===== config.mk =====
export PLATFORM = sky130hd
export DESIGN_NAME = regfile_wb_sched
export DESIGN_NICKNAME = d
export VERILOG_FILES = /design/src/rtl/regfile_pkg.sv /design/src/rtl/rr_arbiter.sv /design/src/rtl/regfile_wb_sched.sv
export SDC_FILE = /design/constraint.sdc
export NUM_CORES = 1
export LEC_CHECK = 0
export CAP_MARGIN = 20
export CORE_MARGIN = 2
export CORE_UTILIZATION = 51
export DETAILED_ROUTE_END_ITERATION = 8
export DONT_BUFFER_PORTS = 1
export PLACE_DENSITY = 0.71
export SYNTH_ARGS = -nofsm -noshare
export SYNTH_HDL_FRONTEND = slang
export SYNTH_SLANG_ARGS = --single-unit

===== constraint.sdc =====
create_clock -name clk -period 9.5 [get_ports clk]
set_input_delay 2.85 -clock clk [delete_from_list [all_inputs] [get_ports clk]]
set_output_delay 2.85 -clock clk [all_outputs]
set_load 0.02 [all_outputs]

===== src/rtl/regfile_pkg.sv =====
// Shared register-file constants: default requester count, address and data widths.
// Latency: n/a (constants only).
// Backpressure: n/a.
package regfile_pkg;

  localparam int NREQ = 3;   // write-back sources: ALU, load unit, mult/div
  localparam int AW   = 5;   // 32 architectural registers
  localparam int DW   = 32;

  // Register 0 is hardwired; writes to it are discarded and it is never busy.
  localparam logic [AW-1:0] REG_ZERO = '0;

endpackage


===== src/rtl/rr_arbiter.sv =====
// Round-robin arbiter: one-hot grant, search starts at ptr, ptr moves past the winner.
// Latency: grant is combinational from req; ptr updates on the accepting edge.
// Backpressure: none of its own; ptr only advances when the caller signals accept.
//
// Ports:
//   clk, rst  clock, asynchronous active-low reset (ptr -> 0)
//   req       request vector, one bit per requester
//   accept    the current grant was consumed this cycle
//   grant     one-hot grant (all zero when no request)
module rr_arbiter #(
  parameter int N = 3
) (
  input  logic         clk,
  input  logic         rst,
  input  logic [N-1:0] req,
  input  logic         accept,
  output logic [N-1:0] grant
);

  localparam int PW = (N > 1) ? $clog2(N) : 1;

  logic [PW-1:0] ptr;
  logic [PW-1:0] ptr_nxt;
  logic          found;
  int            idx;

  always_comb begin
    grant   = '0;
    ptr_nxt = ptr;
    found   = 1'b0;
    idx     = 0;
    for (int off = 0; off < N; off++) begin
      idx = int'(ptr) + off;
      if (idx >= N) idx = idx - N;
      if (!found && req[idx]) begin
        grant[idx] = 1'b1;
        found      = 1'b1;
        ptr_nxt    = (idx == N - 1) ? '0 : PW'(idx + 1);
      end
    end
  end

  always_ff @(posedge clk or negedge rst) begin
    if (!rst) begin
      ptr <= '0;
    end else if (accept) begin
      ptr <= ptr_nxt;
    end
  end

endmodule


===== src/rtl/regfile_wb_sched.sv =====
// Write-back scheduler: shares the register-file write port among NREQ sources, tracks pending dests.
// Latency: grant combinational; rf write one cycle after transfer; q_busy combinational.
// Backpressure: write port always drains; a requester waits only when it loses arbitration.
//
// Ports:
//   clk, rst                   clock, asynchronous active-low reset
//   req_valid/ready/addr/data  per-requester write-back handshake (slice i = requester i)
//   rf_we/waddr/wdata          registered register-file write port
//   sb_set, sb_set_addr        decode marks a destination pending
//   q_addr1/2, q_busy1/2       scoreboard query ports for rs/rt
module regfile_wb_sched
  import regfile_pkg::*;
#(
  parameter int NREQ = regfile_pkg::NREQ,
  parameter int AW   = regfile_pkg::AW,
  parameter int DW   = regfile_pkg::DW
) (
  input  logic              clk,
  input  logic              rst,
  input  logic [NREQ-1:0]    req_valid,
  output logic [NREQ-1:0]    req_ready,
  input  logic [NREQ*AW-1:0] req_addr,
  input  logic [NREQ*DW-1:0] req_data,
  output logic              rf_we,
  output logic [AW-1:0]     rf_waddr,
  output logic [DW-1:0]     rf_wdata,
  input  logic              sb_set,
  input  logic [AW-1:0]     sb_set_addr,
  input  logic [AW-1:0]     q_addr1,
  input  logic [AW-1:0]     q_addr2,
  output logic              q_busy1,
  output logic              q_busy2
);

  localparam int NREGS = 1 << AW;
  localparam logic [AW-1:0] ZERO = AW'(REG_ZERO);

  logic [NREQ-1:0]  grant;
  logic             xfer;
  logic [AW-1:0]    sel_addr;
  logic [DW-1:0]    sel_data;
  logic [NREGS-1:0] busy;

  rr_arbiter #(.N(NREQ)) u_arb (
    .clk    (clk),
    .rst    (rst),
    .req    (req_valid),
    .accept (xfer),
    .grant  (grant)
  );

  // Grants are suppressed while reset is asserted so nothing is accepted then.
  assign req_ready = grant & {NREQ{rst}};
  assign xfer      = |req_ready;

  always_comb begin
    sel_addr = '0;
    sel_data = '0;
    for (int i = 0; i < NREQ; i++) begin
      if (grant[i]) begin
        sel_addr = req_addr[i*AW +: AW];
        sel_data = req_data[i*DW +: DW];
      end
    end
  end

  // Output register. A transfer to register 0 is consumed but never written.
  always_ff @(posedge clk or negedge rst) begin
    if (!rst) begin
      rf_we    <= 1'b0;
      rf_waddr <= '0;
      rf_wdata <= '0;
    end else begin
      rf_we <= xfer && (sel_addr != ZERO);
      if (xfer) begin
        rf_waddr <= sel_addr;
        rf_wdata <= sel_data;
      end
    end
  end

  // Pending scoreboard. When a new producer is issued on the same edge the
  // old one writes back, the set wins so the newer producer is still tracked.
  // Bit 0 is only ever reset, so register 0 is never busy.
  always_ff @(posedge clk or negedge rst) begin
    if (!rst) begin
      busy <= '0;
    end else begin
      for (int a = 1; a < NREGS; a++) begin
        if (sb_set && (sb_set_addr == AW'(a))) begin
          busy[a] <= 1'b1;
        end else if (rf_we && (rf_waddr == AW'(a))) begin
          busy[a] <= 1'b0;
        end
      end
    end
  end

  // A write leaving this cycle reaches decode via the register-file bypass,
  // so it is masked out rather than stalling.
  assign q_busy1 = (q_addr1 != ZERO) && busy[q_addr1] && !(rf_we && (rf_waddr == q_addr1));
  assign q_busy2 = (q_addr2 != ZERO) && busy[q_addr2] && !(rf_we && (rf_waddr == q_addr2));

endmodule

# --- Word-level counts from Yosys, hierarchy flattened ---
# Index checks and enable logic that the tools add are counted.
totals:
  inputBits: 132
  register_bits: 71
  wordCells: 340
classes:
  add_sub_neg: 8
  n_bitwise: 3
  mux: 101
  n_reduce_logical: 115
  n_lt_le_gt_ge: 11
  n_eq_ne: 67
ops:
  columns: ["cell", "n"]
  rows:
  - ["32-bit two-way mux", 6]
  - ["5-bit equality test (second input constant)", 32]
  - ["32-bit by 3-bit equality test with 1-bit output (second input constant)", 3]
  - ["32-bit by 1-bit >= comparator with 1-bit output (second input constant)", 3]
  - ["32-bit by 4-bit < comparator with 1-bit output (second input constant)", 3]
  - ["5-bit by 4-bit equality test with 1-bit output (second input constant)", 16]
  - ["1-bit two-way mux", 75]
  - ["1-bit logical AND", 74]
  - ["32-bit by 3-bit >= comparator with 1-bit output (second input constant)", 2]
  - ["32-bit by 3-bit subtractor with 32-bit output (second input constant)", 2]
  - ["2-bit nonzero test", 31]
  - ["5-bit by 3-bit equality test with 1-bit output (second input constant)", 8]
  - ["5-bit by 2-bit equality test with 1-bit output (second input constant)", 4]
  - ["5-bit two-way mux", 3]
  - ["5-bit nonzero test", 3]
  - ["5-bit by 6-bit < comparator with 1-bit output (second input constant)", 2]
  - ["2-bit two-way mux", 6]
  - ["1-bit binary-select mux with 5-bit select", 2]
  - ["5-bit by 1-bit equality test with 1-bit output (second input constant)", 2]
  - ["5-bit equality test", 2]
  - ["3-bit two-way mux", 3]
  - ["2-bit adder (second input constant)", 3]
  - ["1-bit binary-select mux with 2-bit select", 3]
  - ["1-bit demux with 2-bit select", 3]
  - ["10 further kinds", 14]

# --- Depth between registers and ports, before layout ---
# Gate-level depths: netlist (run 1).
depth:
  ltp_word: 17
  mapped_depth: 12
  mapped_depth_nobuf: 9

# --- Modules after synthesis ---
# From an unflattened synthesis (run 1), not the netlist that was laid out.
hier_totals:
  hier_cells: 478
  area_unflattened_um2: 4549.4
modules_own_cells:
  columns: ["module", "n_inst", "cells_each", "area_each_um2", "seq_area_each_um2"]
  rows:
  - ["regfile_wb_sched", 1, 425, 4097.7, 1726.7]
  - ["rr_arbiter", 1, 53, 451.7, 50.0]

# --- Least setup slack after synthesis (run 1) ---
# No wires, ideal clock.
synth_timing:
  path_type: "in2out"
  startpoint: "input port q_addr1[0]"
  endpoint: "output port q_busy1"
  stages: 5
  path_buffers: 1
  path_slack_ns: 2.336
  required_ns: 6.650
  arrival_time_ns: 4.314
  path_cell_list: "buf_2 mux4_2 mux4_2 mux2i_1 a31oi_1"
synth_via:
  elab_chain_len: 4
  word_cells_on_any_way: 8
synth_rtl:
  columns: ["item", "line_no", "rtl"]
  rows:
  - ["start: declaration", "regfile_wb_sched.sv:29", "input logic [AW-1:0] q_addr1,"]
  - ["1-bit binary-select mux with 5-bit select / 5-bit equality test (equally long branches)", "regfile_wb_sched.sv:101", "assign q_busy1 = (q_addr1 != ZERO) && busy[q_addr1] && !(rf_we && (rf_waddr == q_addr1));"]
  - ["1-bit two-way mux (not written as such) / 1-bit logical AND (equally long branches)", "regfile_wb_sched.sv:101", null]
  - ["1-bit logical AND / 1-bit zero test (equally long branches)", "regfile_wb_sched.sv:101", null]
  - ["1-bit logical AND *", "regfile_wb_sched.sv:101", null]
  - ["end: declaration", "regfile_wb_sched.sv:31", "output logic q_busy1,"]
# Mark *: on every way between the ends. The rest lies on a longest branch, timed or not. The select of a mux whose other input is x is not followed.

# --- Worst setup path after layout (run 1) ---
# Same ends and word-level chain as after synthesis.

==> results of run 1 <==
[registers in the layout, summed over array words and instances (netlist names)]
signal,flops
rf_waddr,5
u_arb.ptr,2
rf_wdata,32
busy,31
rf_we,1
[kinds of logic after synthesis]
logic type | after synthesis | synth area share, %
multiplexers | 25 | 10.39
XOR/XNOR | 10 | 1.903
buffers and inverters | 44 | 4.812
AND/OR/NAND/NOR | 178 | 19.55
adder cells (fa/ha/maj) | 4 | 1.088
flip-flops | 71 | 38.61
AO/OA/AOI/OAI | 163 | 23.65
[routing by layer]
metal | GRT usage, % | wire length (um) | up-vias
met1 | 33.47 | 4987 | 1866
met5 | 0 | 0 | -
met4 | 9.484 | 278 | 0
met3 | 7.376 | 1179 | 28
met2 | 40.90 | 6174 | 199
li1 | - | - | 1788
[cells in the final DEF, fill, tap and decap left out, types with 3 or more instances in the layout]
master | netlist | final
o21ai_0 | 68 | 68
nand3_1 | 5 | 5
dfrtp_1 | 71 | 71
clkbuf_8 | 0 | 9
a21oi_1 | 4 | 4
a21o_1 | 3 | 3
buf_4 | 4 | 4
o31ai_1 | 33 | 33
inv_1 | 5 | 5
ha_1 | 4 | 4
and2_1 | 4 | 4
mux2i_1 | 5 | 5
mux4_2 | 18 | 18
nand4b_1 | 4 | 4
nor2b_1 | 4 | 4
nor2_1 | 39 | 39
and3_1 | 35 | 35
o22ai_1 | 5 | 5
or2_2 | 5 | 5
nand3b_1 | 4 | 4
xor2_1 | 8 | 8
a211oi_1 | 32 | 32
nand2b_1 | 12 | 12
nand2_1 | 57 | 57
[cells in the mapped netlist (all sizes together)]
master and count:
nand4b 4, inv 5, nor3b 2, xnor2 2, nand2b 12, nand2 57
a311oi 2, or2 5, mux4 18, and3 35, nor4 2, o21ai 72
o22ai 5, a211o 1, o22a 1, and4bb 1, dfrtp 71, nand3b 4
and2 5, o31ai 35, o21a 1, a2bb2oi 2, a41oi 1, a21o 3
a31oi 3, nand4 2, xor2 8, mux2 2, nor2b 4, clkbuf 20
nor3 1, a21oi 4, nor2 39, ha 4, buf 19, a31o 1
nand3 5, a211oi 32, mux2i 5
[worst min-delay path by stage]
stage,end,cells past startpoint,slack (ns),start
after floorplan,busy[14]$_DFFE_PN0P_,2,0.48,busy[14]$_DFFE_PN0P_
after global placement,busy[20]$_DFFE_PN0P_,2,0.52,busy[20]$_DFFE_PN0P_
after detailed placement,busy[29]$_DFFE_PN0P_,2,0.54,busy[29]$_DFFE_PN0P_
after CTS,busy[29]$_DFFE_PN0P_,2,0.56,busy[29]$_DFFE_PN0P_
after global routing,busy[2]$_DFFE_PN0P_,2,0.58,busy[2]$_DFFE_PN0P_
final,busy[29]$_DFFE_PN0P_,2,0.56,busy[29]$_DFFE_PN0P_
[report_power, final]
group          internal, mW  switching, mW  total (mW)  leakage, nW
combinational         0.382          0.541       0.923        0.984
sequential            0.434          0.228       0.662        0.814
clock                 0.150          0.122       0.272        0.104
total                 0.965          0.891        1.86         1.90
[area by class of cell]
| class | instances | area, um^2 | share of cell area [%] |
|---|---|---|---|
| multi-input combinational | 380 | 2604 | 54.25 |
| sequential | 71 | 1777 | 37.02 |
| tap | 108 | 135.1 | 2.815 |
| clock buffer | 10 | 127.6 | 2.659 |
| clock inverter | 6 | 92.59 | 1.929 |
| timing repair buffer | 5 | 45.04 | 0.9385 |
| inverter | 5 | 18.77 | 0.3910 |
[through the flow]
| stage | cells | hold slack, ns | power (mW) | utilization, % | setup slack, ns |
|---|---|---|---|---|---|
| 2_1_floorplan | 495 | 0.4825 | 1.407 | - | 2.336 |
| 3_5_place_dp | 568 | 0.5382 | 1.578 | 52.34 | 2.541 |
| 5_1_grt | 585 | 0.5813 | 2.000 | 55.04 | 2.545 |
| 3_3_place_gp | 568 | 0.5201 | 1.541 | 52.34 | 2.583 |
| 6_report | 585 | 0.5613 | 1.856 | 55.04 | 2.548 |
| 4_1_cts | 584 | 0.5555 | 1.848 | 54.86 | 2.541 |
[critical path: stages]
cell and delay [ns]:
mux4_2 0.47, mux4_2 0.49, mux2i_1 0.16, a31oi_1 0.13
==> results.md, run 1 <==
- Leak: 1.902 nW
- Chip Height: approximately 100 um
- CTS Root Cell: clkbuf_8
- Yosys cell types: 51
- CTS tree: yes
- Final wirelength: around 13 mm
- Status: complete, no violations
- Max clock buf depth: 2
- I/O pins: 175
- Final Setup Violations: 0
- Crit Path Max Fanout: 10
- CP Class: input pin to output pin
- Post-CTS setup buffer count: 0
- Global-route wire length before repair: 20.01 mm
- Iter 0 DRT Violations: between 200 and 250
- CP endpoint: q_busy1
- Required @ worst endpoint: 6.65 ns
- Starting Density: 52.77%
- Syn Area/Cell: 9.297 um^2
- Die Area: 9799 um^2
- Global route total overflow: 0
- Yosys warning count: 1
- Clk sinks: 71
- Width of the die: slightly below 100 um
- Critical path arrival: 4.10 ns
- Pin count of the biggest net entering global routing: 76
- ANT cells: 0
- RSZ-0062 raised after global routing: no
- Setup total negative slack: 0 ns
- Syn Std Cell Area: 4602 um^2
- Drt pass-1 iters: 5
- H-tree depth: 3
- Rows: 34
- GPL Wtd Cong: 0.9197
- FF+latch count, synth: 71
- # fillers: a little under 800
- FMAX: 0.1438 GHz
- CTS clk-pin slew, worst paths: about 0.08 ns
- CP startpoint: q_addr1[0]
- Final nets: 608
- Sequential share of the synthesized area: 38.61%
- Post-CTS sizing: 0
- Residual DRC: 0
- Routed vias/inst: 6.634
- Design area: 4800 um^2
- Vias post-DR: 3,881
- Fin crit share: 73.18%
- Area Growth Syn to Fin: 4.296%
- Wirelength per Cell: 21.57 um
- Port buffer count: 0
- Worst r2r path cells: 8
- Total CTS buffers: 9
- Share of cells above drive strength 1: approximately an eighth
- Max cap viols: 0
- Slew @ Worst Pin: roughly 1.0 ns
- ANT nets after route: 0
- Peak supply drop: between 200 and 250 uV
- Pwr Density: 386.7 nW/um^2
- Vias in the first global route: around 3,800
- Reg2reg setup slack: 6.36 ns
- Slew Viols, Final: 0
- Most area-consuming cells after synthesis: dfrtp_1 (39%), mux4_2 (8.8%), o21ai_0 (7.4%)
- DP HPWL: 9.141 mm
- Final Hold Vio Count: 0
- Startpoint types: input pin
- Core area: 8721 um^2
- Synthesized Nets: 631
- R2r endpoint: rf_we$_DFF_PN0_
- Cell Area, Placed: 4564 um^2
- Tightest Hold Check Type: flop to flop
- Synth top area share: roughly 39%
- GR Util All Layers: 25.67%
- Relative slew slack: 32.90%
- Hold_buf cts: 0
- Initial antenna violation count: 0
- Area leader, netlist: dfrtp_1
- Syn Inst Count: 495
- Setup crit end kind: output pin
- Post-layout minimum cycle time: 6.952 ns
- Clk_skew: between 0.005 and 0.006 ns
- Worst r2r src: u_arb.ptr[0]$_DFFE_PN0P_
- Worst skew pair latency: about 0.36 ns
Power figures use the tool's default switching activity.
==> run 2: changes to the inputs <==
Settings changed: PLACE_DENSITY 0.71 to 0.74.
Clock period 9.5 ns to 6.2 ns, I/O delays scaled along.
==> run 2 against run 1 <==
Against the previous run: flip-flop and latch count unchanged; via count increased by 0.15%; die area is the same; utilization fell by 0.46 points; worst hold slack about the same; combinational power grew 54%; clock skew is 0.0020 ns higher; setup slack got worse by 1.3 ns; clock power is 24% higher; highest routed layer unchanged; cell count grew 0.34%.
==> results.md, run 2 (same netlist as run 1, synthesis figures left out) <==
- Status: complete, no violations
- Post-CTS setup buffer count: 0 (unchanged)
- Place WS: 1.239 ns (-1.302 ns)
- CTS Root Cell: clkbuf_8
- Relative slew slack: 31.98% (-0.92 points)
- DP HPWL: 9.224 mm (+0.90%)
- RSZ-0062 raised after global routing: no
- Share of cells above drive strength 1: 11.95% (+0.21 points)
- Global route total overflow: 0 (unchanged)
- Drt pass-1 iters: 6 (+1)
- Max cap viols: 0 (unchanged)
- Setup total negative slack: 0 ns (unchanged)
- Max clock buf depth: 2 (unchanged)
- I/O pins: 175 (unchanged)
- Final nets: 608 (unchanged)
- Starting Density: 52.77% (unchanged)
- Pin count of the biggest net entering global routing: 76 (unchanged)
- Fin crit share: 79.87%
- Final wirelength: 12.57 mm (-0.44%)
- Die Area: 9799 um^2 (unchanged)
- CTS clk-pin slew, worst paths: 0.08 ns (about the same)
- Post-layout minimum cycle time: 4.952 ns
- Hold_buf cts: 0 (unchanged)
- Cell Area, Placed: 4572 um^2 (+0.16%)
- Crit Path Max Fanout: 10 (unchanged)
- Leak: 1.881 nW (-1.1%)
- GPL Wtd Cong: 0.9269 (+0.78%)
- Slew @ Worst Pin: 1.020 ns (+0.01382 ns)
- Routed vias/inst: 6.622 (-0.19%)
- Vias post-DR: 3,887 (+0.15%)
- Pwr Density: 580.4 nW/um^2 (+50%)
- Final Setup Violations: 0 (unchanged)
- Worst skew pair latency: 0.34 ns (-0.02 ns)
- Design area: 4760 um^2 (-0.83%)
- GR Util All Layers: 25.87% (+0.20 points)
- Max reg flops: 32 (unchanged)
- Slew Viols, Final: 0 (unchanged)
- Peak supply drop: 383.0 uV (+75%)
- Vias in the first global route: 3,921 (+3.0%)
- ANT nets after route: 0 (unchanged)
- CP Class: input pin to output pin
- Largest Register: rf_wdata
- Width of the die: 98.99 um (unchanged)
- Setup crit end kind: output pin
- Most common cell after layout, fill and taps aside: dfrtp_1
- Chip Height: 98.99 um (unchanged)
- Placed cell count: 569 (+0.18%)
- Most frequent cells in the layout: dfrtp_1 (71), o21ai_0 (68), nand2_1 (57)
- Area Growth Syn to Fin: 3.426%
- Core area: 8721 um^2 (unchanged)
- Tightest Hold Check Type: flop to flop
- Initial antenna violation count: 1 (+1)
- Iter 0 DRT Violations: 260 (+10%)
- Final Hold Vio Count: 0 (unchanged)
- H-tree depth: 3 (unchanged)
- Final worst slack: 1.248 ns (-1.300 ns)
- Global-route wire length before repair: 20.07 mm (+0.31%)
- Top flop regs: rf_wdata: 32 flops, busy: 31 flops, rf_waddr: 5 flops
- Post-Layout Cell Count: 587 (+0.34%)
- Residual DRC: 0 (unchanged)
- Required @ worst endpoint: 4.34 ns (-2.31 ns)
- Port buffer count: 0 (unchanged)
- FMAX: 0.2019 GHz
- Clk sinks: 71 (unchanged)
- Startpoint types: input pin
- Critical path arrival: 3.09 ns (-1.01 ns)
- Clk_skew: 0.007087 ns (+0.001962 ns)
- CTS tree: yes
- Rows: 34 (unchanged)
- Post-CTS sizing: 0 (unchanged)
- Total CTS buffers: 9 (unchanged)
- Wirelength per Cell: 21.41 um (-0.78%)
-- run 2: final cells by class --
cell class                 count  area, um^2
timing repair buffer           5       37.54
tap                          108       135.1
multi-input combinational    380        2604
clock buffer                  10       137.6
antenna                        2       5.005
sequential                    71        1777
clock inverter                 6       45.04
inverter                       5       18.77
fill                         756        3961
-- run 2: path summary, 6_finish.rpt --
kind | from | to | slack, ns | cells past startpoint
setup / recovery | q_addr1[0] | q_busy1 | 1.25 | 4
min in group asynchronous | rst | rf_wdata[31]$_DFFE_PN0P_ | 1.20 | 0
setup reg to reg | u_arb.ptr[0]$_DFFE_PN0P_ | rf_wdata[24]$_DFFE_PN0P_ | 2.77 | 11
max in group asynchronous | rst | rf_wdata[22]$_DFFE_PN0P_ | 4.86 | 0
hold reg to reg | busy[5]$_DFFE_PN0P_ | busy[5]$_DFFE_PN0P_ | 0.56 | 2
hold / removal | busy[5]$_DFFE_PN0P_ | busy[5]$_DFFE_PN0P_ | 0.56 | 2
-- run 2: metrics by stage --
step                hold WS, ns  power (mW)  utilization, %
global route             0.6056       2.985           54.52
CTS                      0.5504       2.770           54.52
floorplan                0.4825       2.156               -
detailed placement       0.5334       2.433           52.42
finish                   0.5615       2.762           54.58
global placement         0.5190       2.363           52.42
-- run 2: power breakdown --
part / total (mW) / switching (mW) / internal (mW) / leakage (nW)
Combinational: 1.42 / 0.836 / 0.579 / 0.981
Sequential: 1.01 / 0.345 / 0.664 / 0.814
Clock: 0.337 / 0.180 / 0.157 / 0.0849
Total: 2.76 / 1.36 / 1.40 / 1.88
-- run 2: per-layer routing --
metal,vias up,part of all wire [%],global-route usage [%]
li1,1789,-,-
met1,1864,37,32.36
met2,216,51,42.62
met3,18,11,8.014
met4,0,1.4,8.957
met5,-,0,0
-- run 2: worst max-delay path, cell delays in order --
cell     delay, ns
mux4_2        0.46
mux4_2        0.49
mux2i_1       0.15
a31oi_1       0.13
==> run 3: changes to the inputs <==
Settings changed: PLACE_DENSITY 0.74 to 0.71.
Clock period 6.2 ns to 4.9 ns, I/O delays scaled along.
==> run 3 against run 2 <==
Against the previous run: final area rose by 0.84%; die area unchanged; combinational power is 25% higher; flip-flop and latch count did not move; via count decreased by 0.36%; setup slack worse by 0.51 ns; global-route usage is essentially flat; non-clock buffer count grew 1; critical path depth unchanged; cell count decreased by 0.17%; sequential power rose by 27%; critical endpoint unchanged.
==> results.md, run 3 (same netlist as run 1, synthesis figures left out) <==
- Status: complete, no violations
- GPL Wtd Cong: 0.9824 (+6.0%)
- Share of cells above drive strength 1: 11.92% (-0.025 points)
- Final Setup Violations: 0 (unchanged)
- Max reg flops: 32 (unchanged)
- Final Util: 55.04% (+0.46 points)
- Post-CTS setup buffer count: 0 (unchanged)
- Pin count of the biggest net entering global routing: 76 (unchanged)
- RSZ-0062 raised after global routing: no
- CP Class: input pin to output pin
- Max stage delay on crit path: 0.49 ns (about the same)
- Setup total negative slack: 0 ns (unchanged)
- CTS Root Cell: clkbuf_8
- H-tree depth: 3 (unchanged)
- Top flop regs: rf_wdata: 32 flops, busy: 31 flops, rf_waddr: 5 flops
- Slew Viols, Final: 0 (unchanged)
- Largest Register: rf_wdata
- Setup crit end kind: output pin
- Die Area: 9799 um^2 (unchanged)
- # fillers: 758 (+0.26%)
- Place WS: 0.7257 ns (-0.5133 ns)
- Post-CTS sizing: 0 (unchanged)
- Clk sinks: 71 (unchanged)
- Chip Height: 98.99 um (unchanged)
- CTS tree: yes
- Max cap viols: 0 (unchanged)
- Leak: 1.904 nW (+1.2%)
- I/O pins: 175 (unchanged)
- Hold_buf cts: 0 (unchanged)
- Area Growth Syn to Fin: 4.296%
- Final wirelength: 12.34 mm (-1.8%)
- Most frequent CP cell: mux4_2
- Core area: 8721 um^2 (unchanged)
- Post-layout minimum cycle time: 4.162 ns
- ANT cells: 0 (-2)
- Critical path arrival: 2.69 ns (-0.40 ns)
- Required @ worst endpoint: 3.43 ns (-0.91 ns)
- Crit Path Max Fanout: 10 (unchanged)
- Global-route wire length before repair: 20.11 mm (+0.20%)
- Final nets: 609 (+0.16%)
- Routed vias/inst: 6.609 (-0.19%)
- Width of the die: 98.99 um (unchanged)
- Initial antenna violation count: 0 (-1)
- Starting Density: 52.77% (unchanged)
- Drt pass-1 iters: 5 (-1)
- GR Util All Layers: 25.83% (-0.037 points)
- FMAX: 0.2403 GHz
- Most frequent cells in the layout: dfrtp_1 (71), o21ai_0 (68), nand2_1 (57)
- Worst-path cell chain: mux4_2 > mux4_2 > mux2i_1 > a31oi_1
- Wirelength per Cell: 21.05 um (-1.6%)
- Worst skew pair latency: 0.35 ns (about the same)
- Iter 0 DRT Violations: 238 (-8.5%)
- Rows: 34 (unchanged)
- Peak supply drop: 525.4 uV (+37%)
- Final worst slack: 0.7382 ns (-0.5095 ns)
- CP max-delay cell: mux4_2
- Total CTS buffers: 9 (unchanged)
- Most common cell after layout, fill and taps aside: dfrtp_1
- Cell Area, Placed: 4579 um^2 (+0.16%)
- Final Hold Vio Count: 0 (unchanged)
- Design area: 4800 um^2 (+0.84%)
- Residual DRC: 0 (unchanged)
- Fin crit share: a little over four fifths
- DP HPWL: 9.058 mm (-1.8%)
- Clk_skew: 0.009453 ns (+0.002366 ns)
- CTS clk-pin slew, worst paths: 0.08 ns (about the same)
- Relative slew slack: 46.10% (+14 points)
- Tot Pwr: 3.583 mW (+30%)
- Max clock buf depth: 2 (unchanged)
- Global route total overflow: 0 (unchanged)
- Vias post-DR: 3,873 (-0.36%)
- ANT nets after route: 0 (unchanged)
- Startpoint types: input pin
- Port buffer count: 0 (unchanged)
- Pwr Density: 746.6 nW/um^2 (+29%)
- Slew @ Worst Pin: 0.8086 ns (-0.2117 ns)
- Tightest Hold Check Type: flop to flop
- Vias in the first global route: 3,856 (-1.7%)
-- run 3: area by class of cell --
type / count / area, um^2 / share of cell area, %
Sequential cell: 71 / 1777 / 37.02
Multi-Input combinational cell: 380 / 2604 / 54.25
Inverter: 5 / 18.77 / 0.3910
Tap cell: 108 / 135.1 / 2.815
Clock inverter: 6 / 92.59 / 1.929
Clock buffer: 10 / 127.6 / 2.659
Timing Repair Buffer: 6 / 45.04 / 0.9385
-- run 3: worst max-delay path: cells and delay by family --
family | cells | cell delay [ns]
multiplexers | 3 | 1.09
AO/OA/AOI/OAI | 1 | 0.12
-- run 3: final timing paths --
| path | start | endpoint | slack (ns) | cells after the start |
|---|---|---|---|---|
| max | q_addr1[0] | q_busy1 | 0.74 | 4 |
| min reg2reg | busy[8]$_DFFE_PN0P_ | busy[8]$_DFFE_PN0P_ | 0.54 | 2 |
| min | busy[8]$_DFFE_PN0P_ | busy[8]$_DFFE_PN0P_ | 0.54 | 2 |
| max reg2reg | u_arb.ptr[0]$_DFFE_PN0P_ | rf_we$_DFF_PN0_ | 1.97 | 10 |
| max in group asynchronous | rst | rf_wdata[20]$_DFFE_PN0P_ | 3.98 | 0 |
| min in group asynchronous | rst | busy[2]$_DFFE_PN0P_ | 0.81 | 0 |
-- run 3: per-layer routing --
metal  global-route usage (%)  routed length [um]  share of wire [%]
met5                        0                   0                  0
met4                    7.271                 217                1.8
met3                    7.660                1099                8.9
met2                    41.11                6049                 49
met1                    34.59                4972                 40
-- run 3: per-stage QoR --
step,hold WS [ns],std cells
after global routing,0.5865,586
after CTS,0.5445,586
final,0.5445,586
after floorplan,0.4825,495
after global placement,0.5189,570
after detailed placement,0.5277,570
-- run 3: power breakdown --
part | internal, mW | total [mW] | switching, mW | leakage [nW]
sequential | 0.840 | 1.28 | 0.438 | 0.814
clock | 0.290 | 0.529 | 0.239 | 0.104
combinational | 0.739 | 1.78 | 1.04 | 0.986
total | 1.87 | 3.58 | 1.71 | 1.90
